==> config.mk <==
export PLATFORM = sky130hd
export DESIGN_NAME = dm_arb
export DESIGN_NICKNAME = d
export VERILOG_FILES = /design/src/rtl/dm_arb.sv
export SDC_FILE = /design/constraint.sdc
export NUM_CORES = 1
export LEC_CHECK = 0
export ABC_AREA = 1
export BUFFER_PORTS_ARGS = -buffer_cell sky130_fd_sc_hd__buf_4
export CORE_ASPECT_RATIO = 1.25
export CORE_MARGIN = 10
export CORE_UTILIZATION = 50
export DETAILED_ROUTE_END_ITERATION = 6
export GPL_TIMING_DRIVEN = 0
export PLACE_DENSITY_LB_ADDON = 0.15
export SYNTH_ARGS = -nofsm -noshare
export SYNTH_HDL_FRONTEND = slang
export SYNTH_SLANG_ARGS = --single-unit
==> constraint.sdc <==
create_clock -name clk_i -period 2.7 [get_ports clk_i]
set_input_delay 0.54 -clock clk_i [delete_from_list [all_inputs] [get_ports clk_i]]
set_output_delay 0.54 -clock clk_i [all_outputs]
set_load 0.005 [all_outputs]
==> src/rtl/dm_arb.sv <==
// Two-port round-robin arbiter in front of a single-port data memory: IDLE -> ACC -> RESP.
// Define DM_ARB_RANGE_CHECK_EN to reject addresses >= MEM_DEPTH without touching memory.
module dm_arb #(
    parameter int unsigned DATA_W    = 32,
    parameter int unsigned ADDR_W    = 32,
    parameter int unsigned MEM_DEPTH = 1024
) (
    input  logic              clk_i,
    input  logic              rst_ni,
    input  logic              p0_req_i,
    input  logic              p0_wr_i,
    input  logic [ADDR_W-1:0] p0_addr_i,
    input  logic [DATA_W-1:0] p0_wdata_i,
    input  logic              p1_req_i,
    input  logic              p1_wr_i,
    input  logic [ADDR_W-1:0] p1_addr_i,
    input  logic [DATA_W-1:0] p1_wdata_i,
    output logic              p0_ack_o,
    output logic [DATA_W-1:0] p0_rdata_o,
    output logic              p0_err_o,
    output logic              p1_ack_o,
    output logic [DATA_W-1:0] p1_rdata_o,
    output logic              p1_err_o,
    output logic [ADDR_W-1:0] m_addr_o,
    output logic [DATA_W-1:0] m_wdata_o,
    output logic              m_we_o,
    output logic              m_re_o,
    input  logic [DATA_W-1:0] m_rdata_i
);

    typedef enum logic [1:0] {StIdle, StAcc, StResp} state_e;

    state_e            state_q, state_d;
    logic              wr_q, wr_d;
    logic [ADDR_W-1:0] addr_q, addr_d;
    logic [DATA_W-1:0] wdata_q, wdata_d;
    logic [DATA_W-1:0] rdata_q, rdata_d;
    logic              win_q, win_d;
    logic              last_q, last_d;
    logic              err_q, err_d;

    logic              gnt_sel;
    logic              sel_wr;
    logic [ADDR_W-1:0] sel_addr;
    logic [DATA_W-1:0] sel_wdata;
    logic              sel_oob;

    // Contention goes to the port not granted last; a lone requester always wins.
    assign gnt_sel   = (p0_req_i && p1_req_i) ? ~last_q : p1_req_i;
    assign sel_wr    = gnt_sel ? p1_wr_i    : p0_wr_i;
    assign sel_addr  = gnt_sel ? p1_addr_i  : p0_addr_i;
    assign sel_wdata = gnt_sel ? p1_wdata_i : p0_wdata_i;

`ifdef DM_ARB_RANGE_CHECK_EN
    localparam logic [ADDR_W:0] DepthW = (ADDR_W + 1)'(MEM_DEPTH);
    assign sel_oob = ({1'b0, sel_addr} >= DepthW);
`else
    assign sel_oob = 1'b0;
`endif

    always_comb begin
        state_d = state_q;
        wr_d    = wr_q;
        addr_d  = addr_q;
        wdata_d = wdata_q;
        rdata_d = rdata_q;
        win_d   = win_q;
        last_d  = last_q;
        err_d   = err_q;
        unique case (state_q)
            StIdle: begin
                if (p0_req_i || p1_req_i) begin
                    wr_d    = sel_wr;
                    addr_d  = sel_addr;
                    wdata_d = sel_wdata;
                    win_d   = gnt_sel;
                    last_d  = gnt_sel;
                    err_d   = sel_oob;
                    if (sel_oob) begin
                        rdata_d = '0;
                        state_d = StResp;
                    end else begin
                        state_d = StAcc;
                    end
                end
            end
            StAcc: begin
                rdata_d = wr_q ? '0 : m_rdata_i;
                state_d = StResp;
            end
            StResp: begin
                state_d = StIdle;
            end
            default: begin
                state_d = StIdle;
            end
        endcase
    end

    always_ff @(posedge clk_i or negedge rst_ni) begin
        if (!rst_ni) begin
            state_q <= StIdle;
            wr_q    <= 1'b0;
            addr_q  <= '0;
            wdata_q <= '0;
            rdata_q <= '0;
            win_q   <= 1'b0;
            last_q  <= 1'b1;
            err_q   <= 1'b0;
        end else begin
            state_q <= state_d;
            wr_q    <= wr_d;
            addr_q  <= addr_d;
            wdata_q <= wdata_d;
            rdata_q <= rdata_d;
            win_q   <= win_d;
            last_q  <= last_d;
            err_q   <= err_d;
        end
    end

    logic in_acc;
    logic in_resp;
    logic resp_err;

    assign in_acc  = (state_q == StAcc);
    assign in_resp = (state_q == StResp);

    // Memory bus is idle (all zero) outside ACC so an async reset quiets it at once.
    assign m_we_o    = in_acc & wr_q;
    assign m_re_o    = in_acc & ~wr_q;
    assign m_addr_o  = in_acc ? addr_q  : '0;
    assign m_wdata_o = in_acc ? wdata_q : '0;

`ifdef DM_ARB_RANGE_CHECK_EN
    assign resp_err = err_q;
`else
    assign resp_err = 1'b0;
`endif

    assign p0_ack_o   = in_resp & ~win_q;
    assign p1_ack_o   = in_resp &  win_q;
    assign p0_rdata_o = p0_ack_o ? rdata_q : '0;
    assign p1_rdata_o = p1_ack_o ? rdata_q : '0;
    assign p0_err_o   = p0_ack_o & resp_err;
    assign p1_err_o   = p1_ack_o & resp_err;

endmodule
# Yosys cells after proc, flatten, opt, wreduce, memory -nomap -nowiden
# Cells that the tools add are included.
[op_classes] add_sub_neg=0 mul=0 n_div=0 n_lt_le_gt_ge=0 eq_ne=3 shifts=0 n_mux=11 n_bitwise=7 n_reduce_logical=4
[op_table] operator="32-bit two-way mux" n=7
[op_table] operator="1-bit AND" n=4
[op_table] operator="2-bit one-hot mux with 2 select lines" n=1
[op_table] operator="1-bit NOT" n=3
[op_table] operator="2-bit by 1-bit equality test with 1-bit output (second input constant)" n=1
[op_table] operator="2-bit equality test (second input constant)" n=1
[op_table] operator="2-bit zero test" n=1
[op_table] operator="1-bit two-way mux" n=2
[op_table] operator="2-bit two-way mux" n=1
[op_table] operator="2-bit inequality test (second input constant)" n=1
[op_table] operator="2-bit AND reduction" n=1
[op_table] operator="1-bit logical AND" n=1
[op_table] operator="1-bit logical OR" n=1
[word_totals] register_bits=101 latchBits=0 ram_bits=0 romBits=0 in_bits=166 out_inout_bits=134 elab_cells=32 mem_count=0

# Depth between registers and ports, before layout
[depth] word_depth=3 depth_mapped=8 depth_no_buf=6

# Least setup slack after synthesis
# No wires, ideal clock.
[synth_path] path_type="register -> output" start="register state_q[1]" end="output m_addr_o[12]" arrival_ns=1.063 t_required_ns=2.160 path_slack_ns=1.097 stages_incl_launch_ff=6 n_path_buf=2 cell_sequence="dfrtp_1 -> nor2_4 -> inv_2 -> buf_2 -> buf_2 -> nor2_1"
[synth_between] elab_chain_cells=2
[synth_lines] element="start: declaration" line="33" source="state_e state_q, state_d;"
[synth_lines] element="start signal: assignment" line="102" source="state_q <= StIdle;"
[synth_lines] element="start signal: assignment" line="111" source="state_q <= state_d;"
[synth_lines] element="2-bit by 1-bit equality test with 1-bit output" line="126" source="assign in_acc = (state_q == StAcc);"
[synth_lines] element="32-bit two-way mux" line="132" source="assign m_addr_o = in_acc ? addr_q : '0;"
[synth_lines] element="end: declaration" line="24" source="output logic [ADDR_W-1:0] m_addr_o,"
# Every way passes these cells.

# Final worst setup path
[layout_path] start="register state_q[1]" end="output m_addr_o[24]"
# The elaborated chain is that of the path after synthesis.

==> impl_metrics.yaml <==
cts:
  cts.path.max_buffers: 2
  clkLatencyLatePin_ps: 340
  htreeDepth: 3
  ctsResizeCount: 0
  numCtsBuffers: 9
  clk_pin_slew_ps: 60
  cts_tree: "yes"
  cts_hold_buf: 0
  post_cts_buffers: 0
  cts_root_buf: "clkbuf_16"
  cts.sink_count: 101
synthesis:
  syn-cell-area_sq_um: 5958
  synth.distinct_cells: 15
  yosys-top-cells-area: "dfrtp_1 42%, inv_1 17%, nand2_1 13%"
  yosys-top-cells-count: "264 x inv_1, 202 x nand2_1, 132 x nand3_1, 130 x nor2_1, 100 x dfrtp_1"
  synth_seq_cells: 101
  postSynthCellCount: 925
  ys_async_sr_fraction: 1.000
  synthFlopType: "dfrtp_1"
  yosysSeqAreaShare: 0.4244
  syn_avg_cell_area_sq_um: 6.441
  netlist.area_leader.share: 0.4200
  yosysTopAreaCell: "dfrtp_1"
  yosysMostFrequentCell: "inv_1"
  ys_warn_count: 0
  synth-edff-count: 0
worst_setup_path:
  critical_path.endpoint_type: "output port"
  reg2reg_from: "last_q"
  worstPathRequired_ps: 2160
  worst_r2r_endpoint: "addr_q[1]"
  worst_path_max_delay_cell: "dfrtp_1"
  rrSetupSlack_ps: 1140
  critPathTopFamily: "buffers and inverters"
  critPathKind: "reg -> out"
  cp_cell_sequence: "nor2_4 > inv_2 > buf_2 > buf_2 > nor2_1 > buf_4"
  crit_path_max_incr_delay_ps: 440
  crit_path_frequent_cell: "buf_2"
  crit_arrival_ps: 1760
  worst_r2r_path_depth: 7
  crit_buf_inv: 4
  start_kind: "register"
  cp_max_fo: 10
sta:
  finalHoldViolCount: 0
  setup_violations: 0
  setup_tns_ps: 0
  fmax_mhz: 434.0
  setup_slack_ps: 396.1
  min_period_over_period: 0.8533
  finClkSkew_ps: 4.940
  slew_headroom: 0.3817
  tightestPinTransition_ps: 927.5
  rsz0062_at_grt: "no"
  timing.final.max_slew_violations: 0
  fin_crit_ps: 2304
status:
  outcome: "complete, no violations"
pwr:
  cellPowerDensity_nw_per_um2: 870.6
  power.leakage_nw: 5.478
  power_mw: 7.572
  vdd_drop_max_mv: 0.4668
global_routing:
  grt_pass1_vias: 6380
  antenna_found_initial: 0
  grtUsageTotal: 0.2335
  grt_pass1_wl_microns: 32060
  grt_remaining_overflow: 0
  grt_max_degree: 102
routing:
  routed_wl_microns: 20210
  drt_iter0_markers: 266
  drtPass1Iterations: 4
  drc: 0
  via_count: 6422
  final_antenna_net_count: 0
  via_per_inst: 4.594
  drt-wirelength-per-cell_microns: 14.45
placed_design:
  pre_cts_ws_ps: 749.7
  hpwl_microns: 16080
  portBuffers: 297
  routabilityCongestion: 0.8558
cells_and_area:
  fin_nets: 1400
  drive_gt1_frac: 0.2870
  diodes: 0
  syn_to_final_growth_pct: 45.97
  fill_cells: 1011
floorplan:
  core_sq_um: 11620
  ios: 300
  rows: 44
  dieArea_sq_um: 16710
  dieWidth_microns: 117.6
  initial_core_util: 0.5129
  die_y_microns: 142.0
job:
  cap_violations: 0
min_path:
  worstHoldPathType: "in -> async"
[worst max-delay path by stage]
| stage | end | cells past startpoint | startpoint | slack (ps) |
|---|---|---|---|---|
| 3_3_place_gp | m_wdata_o[23] | 6 | state_q[1] | 740 |
| 2_1_floorplan | m_addr_o[12] | 5 | state_q[1] | 1100 |
| 3_5_place_dp | m_wdata_o[23] | 6 | state_q[1] | 750 |
| 4_1_cts | m_wdata_o[23] | 6 | state_q[1] | 370 |
| 5_1_grt | m_addr_o[18] | 6 | state_q[1] | 280 |
| 6_report | m_addr_o[24] | 6 | state_q[1] | 400 |
[state kept, by name, summed over array words and instances (netlist names)]
register,cells
state_q,2
win_q,1
wdata_q,32
rdata_q,32
addr_q,32
wr_q,1
last_q,1
[cells by family after synthesis]
logic type | count (synthesis) | synth area share
compound gates | 33 | 0.03444
simple gates | 466 | 0.3238
other cells | 1 | 0.0006294
buf+inv | 324 | 0.2167
flops | 101 | 0.4244
[placed cells by master (no fill, tap or decap)]
cell type / Yosys / layout
clkbuf_8: 0 / 3
dfstp_2: 1 / 1
nand3_1: 132 / 132
dfrtp_1: 100 / 100
nand2_1: 202 / 202
clkbuf_16: 0 / 9
o22ai_1: 32 / 32
bufinv_16: 0 / 1
clkbuf_1: 16 / 17
nor2_1: 130 / 130
inv_1: 264 / 264
inv_2: 4 / 4
buf_2: 27 / 27
o21ai_0: 1 / 1
nor2_4: 2 / 2
buf_4: 11 / 307
conb_1: 1 / 2
buf_6: 0 / 1
buf_1: 2 / 2
[area by class of cell]
class                   instances  area (sq um)  area share
well taps                     161         201.4     0.02316
multi-input cells             501          2142      0.2463
repair buffers                297          2233      0.2568
plain buffers                  56         285.3     0.03280
inverters                     268          1006      0.1157
clock inverters                 1         30.03    0.003453
flip-flops and latches        101          2529      0.2908
clock buffers                  13         270.3     0.03107
[power breakdown]
group	internal, mW	switching [mW]	leakage [nW]
sequential	2.23	0.315	1.25
clock	0.785	0.536	0.148
combinational	1.56	2.15	4.08
[metrics by stage]
step / area [sq um] / hold WS, ps / cells / util
2_1_floorplan: 5962 / 244.4 / 926 / -
5_1_grt: 8697 / 405.2 / 1398 / 0.7487
6_report: 8697 / 302.2 / 1398 / 0.7487
3_3_place_gp: 8393 / 452.3 / 1384 / 0.7225
3_5_place_dp: 8393 / 455.1 / 1384 / 0.7225
4_1_cts: 8693 / 443.3 / 1398 / 0.7484
[routing by layer]
layer,global-route usage,wire [microns],vias up
li1,-,-,3279
met1,0.2586,7726,2886
met2,0.4084,10150,222
met3,0.07900,1731,35
met4,0.08670,593,0
met5,0,0,-
No activity file was read; power rests on OpenSTA's default activity.
